File: src/rtl/led_trail_fader.sv
// -----------------------------------------------------------------------------
// led_trail_fader
//
// Turns the chaser's 8-bit light pattern into 8 PWM-driven LEDs with a fading
// tail. A lit input bit pins its channel at full brightness. Once the bit
// drops, the channel loses DECAY_STEP levels on every decay tick until it
// reaches 0. A single free-running PWM counter renders brightness for all
// channels, so every LED shares one frame.
//
// Parameters
//   LEVEL_W    : brightness resolution in bits, MAX = 2^LEVEL_W - 1
//   DECAY_DIV  : clocks per decay tick (>= 2)
//   DECAY_STEP : levels removed per decay tick (1..MAX)
//
// Ports
//   clk         : single clock, rising edge
//   rst_n       : asynchronous active-low reset
//   enable      : run / pause (pause freezes counters and levels, blanks LEDs)
//   light_in    : pattern from the chaser, any number of bits may be set
//   led_out     : registered PWM drive, one bit per LED
//   frame_start : registered one-cycle pulse at the start of each PWM period
// -----------------------------------------------------------------------------
module led_trail_fader #(
  parameter int LEVEL_W    = 4,
  parameter int DECAY_DIV  = 64,
  parameter int DECAY_STEP = 3
) (
  input  logic       clk,
  input  logic       rst_n,
  input  logic       enable,
  input  logic [7:0] light_in,
  output logic [7:0] led_out,
  output logic       frame_start
);

  localparam int MAX_I = (1 << LEVEL_W) - 1;
  localparam int DIV_W = (DECAY_DIV > 2) ? $clog2(DECAY_DIV) : 1;

  localparam logic [LEVEL_W-1:0] LEVEL_MAX  = LEVEL_W'(MAX_I);
  // The PWM period is MAX clocks, so the counter's last value is MAX-1.
  // That way level MAX beats every counter value and gives 100 % duty.
  localparam logic [LEVEL_W-1:0] PWM_LAST   = LEVEL_W'(MAX_I - 1);
  localparam logic [LEVEL_W-1:0] STEP       = LEVEL_W'(DECAY_STEP);
  localparam logic [DIV_W-1:0]   DIV_LAST   = DIV_W'(DECAY_DIV - 1);

  // ---------------------------------------------------------------------------
  // State
  // ---------------------------------------------------------------------------
  logic [LEVEL_W-1:0] pwm_cnt_q, pwm_cnt_d;
  logic [DIV_W-1:0]   div_cnt_q, div_cnt_d;
  logic [LEVEL_W-1:0] level_q [8];
  logic [LEVEL_W-1:0] level_d [8];
  logic [7:0]         led_out_q, led_out_d;
  logic               frame_start_q, frame_start_d;

  logic               tick;

  // ---------------------------------------------------------------------------
  // Shared counters
  // ---------------------------------------------------------------------------
  always_comb begin
    pwm_cnt_d = pwm_cnt_q;
    div_cnt_d = div_cnt_q;
    if (enable) begin
      pwm_cnt_d = (pwm_cnt_q == PWM_LAST) ? '0 : pwm_cnt_q + 1'b1;
      div_cnt_d = (div_cnt_q == DIV_LAST) ? '0 : div_cnt_q + 1'b1;
    end
  end

  assign tick = enable && (div_cnt_q == DIV_LAST);

  // ---------------------------------------------------------------------------
  // Per-channel brightness. A set input wins over a tick in the same cycle.
  // The subtraction only happens after the guard compare, so the level can
  // never wrap below zero.
  // ---------------------------------------------------------------------------
  always_comb begin
    for (int i = 0; i < 8; i++) begin
      level_d[i] = level_q[i];
      if (enable) begin
        if (light_in[i]) begin
          level_d[i] = LEVEL_MAX;
        end else if (tick) begin
          level_d[i] = (level_q[i] > STEP) ? level_q[i] - STEP : '0;
        end
      end
    end
  end

  // ---------------------------------------------------------------------------
  // Output compare. led_out and frame_start both look at the same pwm_cnt
  // sample, so they stay aligned with one clock of latency.
  // ---------------------------------------------------------------------------
  always_comb begin
    led_out_d = '0;
    for (int i = 0; i < 8; i++) begin
      led_out_d[i] = enable && (level_q[i] > pwm_cnt_q);
    end
    frame_start_d = enable && (pwm_cnt_q == '0);
  end

  // ---------------------------------------------------------------------------
  // Registers
  // ---------------------------------------------------------------------------
  always_ff @(posedge clk or negedge rst_n) begin
    if (!rst_n) begin
      pwm_cnt_q     <= '0;
      div_cnt_q     <= '0;
      led_out_q     <= '0;
      frame_start_q <= 1'b0;
      for (int i = 0; i < 8; i++) begin
        level_q[i] <= '0;
      end
    end else begin
      pwm_cnt_q     <= pwm_cnt_d;
      div_cnt_q     <= div_cnt_d;
      led_out_q     <= led_out_d;
      frame_start_q <= frame_start_d;
      for (int i = 0; i < 8; i++) begin
        level_q[i] <= level_d[i];
      end
    end
  end

  assign led_out     = led_out_q;
  assign frame_start = frame_start_q;

endmodule

File: config.mk
export PLATFORM = sky130hd
export DESIGN_NAME = led_trail_fader
export DESIGN_NICKNAME = d
export VERILOG_FILES = /design/src/rtl/led_trail_fader.sv
export SDC_FILE = /design/constraint.sdc
export NUM_CORES = 1
export LEC_CHECK = 0
export CAP_MARGIN = 20
export CORE_MARGIN = 2
export CORE_UTILIZATION = 45
export CTS_CLUSTER_SIZE = 10
export DETAILED_ROUTE_END_ITERATION = 7
export DONT_BUFFER_PORTS = 1
export PLACE_DENSITY = 0.71
export SYNTH_ARGS = -nofsm -noshare
export SYNTH_HDL_FRONTEND = slang
export SYNTH_SLANG_ARGS = --single-unit
export TNS_END_PERCENT = 50
File: constraint.sdc
create_clock -name clk -period 4.8 [get_ports clk]
set_clock_uncertainty 0.2 [all_clocks]
set_input_delay 0.24 -clock clk [delete_from_list [all_inputs] [get_ports clk]]
set_output_delay 0.24 -clock clk [all_outputs]
set_load 0.01 [all_outputs]
---- Yosys cells after proc, flatten, opt, wreduce, memory -nomap -nowiden ----
Cells that the tools add are included.
cells by class
  add/subtract/negate cells ............... 10
  reduce and logical (&&, ||, !) cells .... 27
  mux-type cells .......................... 26
  order comparisons ....................... 16
  eq/ne operators ......................... 2
operators by type and width
  operator                                                       count
  2-to-1 mux 4 bit                                               25
  greater-than comparator 4 x 2 -> 1 bit, second input constant  8
  greater-than comparator 4 bit                                  8
  subtractor 4 x 2 -> 4 bit, second input constant               8
  AND reduction 2 bit                                            8
  nonzero test 2 bit                                             8
  logical AND 1 bit                                              10
  adder 6 x 1 -> 6 bit, second input constant                    1
  equality test 6 bit, second input constant                     1
  2-to-1 mux 6 bit                                               1
  adder 4 x 1 -> 4 bit, second input constant                    1
  equality test 4 bit, second input constant                     1
  zero test 4 bit                                                1
storage, ports and cells
  output and inout port bits .............. 9
  bits in registers ....................... 51
  logic and storage cells ................. 93
  bits of input ports ..................... 11

---- Depth between registers and ports, before layout ----
  depth in word-level cells ............... 4
  gate-level depth with buffers ........... 5
  depth with buffers taken out ............ 5

---- Least setup slack after synthesis ----
Ideal clock, no wire load.
  path type ............................... reg2reg
  from .................................... reg pwm_cnt_q[2]
  to ...................................... reg led_out_q[4] (netlist: led_out[4])
  path buffers ............................ 0
  data required time ...................... 4477 ps
  library setup time ...................... 123 ps
  stages on the path, launching flop included .. 6
  arrival time ............................ 1349 ps
  clock period less this slack ............ 1672 ps
  path slack .............................. 3128 ps
  cell sequence ........................... dfrtp_1 inv_1 ha_1 a21oi_1 o22ai_1 o221a_2
between the ends
  word-level cells in the longest chain between the ends .. 2
ends and longest elaborated chain
  what                           line  text
  start, declared                49    logic [LEVEL_W-1:0] pwm_cnt_q, pwm_cnt_d;
  start signal, assigned         115   pwm_cnt_q <= pwm_cnt_d;
  greater-than comparator 4 bit  97    led_out_d[i] = enable && (level_q[i] > pwm_cnt_q);
  logical AND 1 bit              97
  named net led_out_d[4]         53    logic [7:0] led_out_q, led_out_d;
  end signal, assigned           117   led_out_q <= led_out_d;
  end, declared                  53
The timed path passes the listed nets, and every way through them passes these cells.
A chain may end at the register's enable or synchronous reset.

---- Worst setup path after layout ----
  from .................................... reg div_cnt_q[2]
  to ...................................... reg level_q[14] in the netlist's numbering
between the ends
  word-level cells in the longest chain between the ends .. 4
ends and longest elaborated chain
  what                                  line  text
  start, declared                       50    logic [DIV_W-1:0] div_cnt_q, div_cnt_d;
  start signal, assigned                116   div_cnt_q <= div_cnt_d;
  equality test 6 bit                   70    assign tick = enable && (div_cnt_q == DIV_LAST);
  logical AND 1 bit                     70
  nonzero test 2 bit (no source line)   n/a
  AND reduction 2 bit (no source line)  n/a
  end signal, assigned by index         120   level_q[i] <= level_d[i];
  end, declared                         51    logic [LEVEL_W-1:0] level_q [8];
No other way between the ends.

==> impl_metrics.py <==
metrics = {
    "logic_synthesis": {
        "synth-simple-area-share_pct": 8.85,
        "synth_cell_types": 42,
        "yosys.area.top_type_share_pct": 40.3,
        "synth-seq-area-share_pct": 40.3,
        "async_reset_ff_share_pct": 100,
        "synth-compound-area-share_pct": 27.6,
        "yosys_warnings": 0,
        "synth_ff_type": "dfrtp_1",
        "synth.net_count": 360,
        "syn-instance-count": 308,
        "synthAdderAreaFrac_pct": 16.2,
        "yosysTopAreaCell": "dfrtp_1",
        "synth_top_family_by_area": "compound AO/OA/AOI/OAI gates",
        "synthTopCellsByArea": "dfrtp_1, ha_1, o211ai_1, o21ai_0, inv_1",
        "ys_ff_latch": 51,
        "synth.mux.area_fraction_pct": 0.356,
        "synth-edff-count": 0,
        "synth_area_per_cell_sq_um": 10.3,
        "synth-xor-area-share_pct": 0.830,
        "synth_area_sq_mm": 0.00317,
    },
    "global_routing": {
        "grt_util_all_layers_pct": 20.0,
        "antenna_found_initial": 0,
        "grt_pass1_vias": 2443,
        "grt_overflow": 0,
        "grt_max_degree": 52,
        "grt_pass1_wl_mm": 11.9,
    },
    "sta": {
        "setup_tns_ns": 0,
        "maxSlewViolCount": 0,
        "tightest_slew_ns": 1.09,
        "fmax_mhz": 452,
        "slew-limit-headroom_pct": 27.1,
        "final.period_utilization_pct": 46.1,
        "finalHoldViolCount": 0,
        "rsz0062_at_grt": "no",
        "setup_viol": 0,
        "finalCriticalPeriod_ns": 2.21,
    },
    "cts": {
        "clk_transition_reported_paths_ns": 0.10,
        "cts_buffers": 5,
        "hold_buffers": 11,
        "post_cts_resized": 0,
        "worstSkewPairLatency_ns": 0.31,
        "cts_tree": "done",
        "clock_path_buffers": 2,
        "clock-sinks": 51,
        "cts_setup_buffers": 0,
        "ctsRootBufferMaster": "clkbuf_8",
        "cts.htree.levels": 2,
    },
    "floorplanning": {
        "rows": 30,
        "die_y_um": 87.9,
        "die_x_um": 87.9,
        "coreArea_sq_mm": 0.00679,
        "ioPinCount": 20,
        "initial_utilization_pct": 46.6,
        "dieArea_sq_mm": 0.00772,
    },
    "routing": {
        "drt_iter0_markers": 174,
        "finalWirelength_mm": 7.02,
        "antenna_left": 0,
        "first_pass_iters": 4,
        "drc": 0,
        "vias_per_cell": 5.92,
        "detail_route.wl_per_cell_um": 17.0,
        "route.vias.total": 2445,
    },
    "worst_setup_path": {
        "slowest_delay_ns": 0.61,
        "crit_type": "flop to flop",
        "cp.required_ns": 4.77,
        "startpoint_type": "flop",
        "path_buf_inv": 0,
        "path_delay_family": "simple AND/OR/NAND/NOR gates",
        "crit_path_max_fanout": 25,
        "critPathSlowestCell": "nand4_2",
        "endpoint_kind": "flop",
        "crit_chain": "nand4_2 > nor2_2 > o221ai_1",
        "crit_arrival_ns": 2.19,
    },
    "power_and_ir_drop": {
        "ir_worst_vdd_v": 0.000214,
        "power_w": 0.00136,
        "p_per_area_mw_per_mm2": 395,
        "p_leak_nw": 1.43,
    },
    "layout": {
        "final_cell_area_sq_mm": 0.00345,
        "drive_gt1_share_pct": 9.78,
        "antenna_cells": 0,
        "nets": 369,
        "final.fill_count": 612,
        "synthToLayoutAreaGrowth_pct": 9.09,
        "layoutNonFillerInstCount": 413,
    },
    "run": {
        "maxCapViolCount": 0,
    },
    "placement": {
        "port_buffers": 0,
        "place_congestion": 0.800,
        "placed_cell_area_sq_mm": 0.00321,
        "hpwl_mm": 4.61,
        "dpl.cell_count": 394,
    },
    "worst_hold_path": {
        "hold_class": "primary input to flop",
    },
    "status": {
        "status": "completed",
    },
}
[logic make-up after synthesis]
kind of cell,after synthesis
buf+inv,40
mux,1
compound gates,120
xor+xnor,3
simple gates,52
fa+ha+maj,41
flops,51
[tightest hold or removal path, cell delays in order]
cell	delay (ns)
inv_1	0.16
o31ai_1	0.09
o31ai_1	0.06
[where the power goes]
part,internal [W],switching (W),total (W)
combinational,0.000198,0.000280,0.000478
clock,0.000153,0.000145,0.000298
sequential,0.000496,0.0000906,0.000587
total,0.000847,0.000516,0.00136
[layer usage]
layer	global-route usage [%]	wire, um
met1	26.7	3430
met2	32.6	3280
met4	6.43	88
met5	0	0
met3	4.05	232
[placed cells by master (no fill, tap or decap), types with 6 or more instances in the layout]
master | netlist | routed
o211ai_1 | 24 | 24
dlygate4sd3_1 | 0 | 11
o21ai_0 | 25 | 25
nand3_1 | 8 | 8
ha_1 | 41 | 41
nand2b_1 | 6 | 6
inv_1 | 30 | 30
a21oi_1 | 17 | 17
nand2_1 | 17 | 17
o31ai_1 | 10 | 10
o21ba_2 | 6 | 6
dfrtp_1 | 51 | 51
[synthesized netlist by cell type, types with 2 or more instances]
master	instances
o221a_2	4
a21oi_1	17
ha_1	41
nor2_1	3
inv_1	30
o31ai_1	10
a2111oi_2	5
o311ai_0	5
o21ai_1	5
nand4_1	5
a21boi_0	3
nand2_1	17
o32a_1	2
nor2b_1	4
clkbuf_1	4
o22ai_1	4
dfrtp_1	51
o211ai_1	24
o311ai_1	2
xnor2_1	2
o21ba_2	6
o21ai_0	25
a2111oi_0	4
nand2b_1	6
buf_6	2
buf_4	2
o221ai_1	2
nor3_1	2
nand3_1	8
[sequential cells by signal, indices dropped and copies added, names as in the netlist]
signal and count:
led_out 8, div_cnt_q 6, frame_start 1, pwm_cnt_q 4, level_q 32
[final cells by class]
| cell class | count | area (sq um) | area share, % |
|---|---|---|---|
| multi-input combinational | 217 | 1700 | 49.3 |
| sequential | 51 | 1280 | 37.0 |
| timing repair buffer | 12 | 138 | 3.99 |
| tap | 96 | 120 | 3.48 |
| inverter | 30 | 113 | 3.26 |
| clock buffer | 6 | 72.6 | 2.10 |
| clock inverter | 1 | 30.0 | 0.870 |
[path summary, 6_finish.rpt]
path | start | endpoint | slack, ns | cells after the start
worst min-delay path | enable | pwm_cnt_q[3] | 0.07 | 3
worst max-delay path | div_cnt_q[2] | level_q[14] | 2.59 | 3
min in group asynchronous | rst_n | led_out[6] | 0.26 | 2
worst max register to register | div_cnt_q[2] | level_q[14] | 2.59 | 3
worst min register to register | pwm_cnt_q[2] | frame_start | 0.28 | 1
max in group asynchronous | rst_n | level_q[25] | 3.92 | 2
[stage by stage]
step / utilization (%) / setup slack, ns / hold slack (ns)
final: 50.8 / 2.59 / 0.0743
after global routing: 50.8 / 2.41 / 0.0758
after detailed placement: 47.3 / 2.63 / -0.254
after global placement: 47.3 / 2.71 / -0.253
after CTS: 50.7 / 2.62 / 0.00118
after floorplan: - / 3.13 / -0.256
Note: power is estimated with default switching activity, not from simulation.
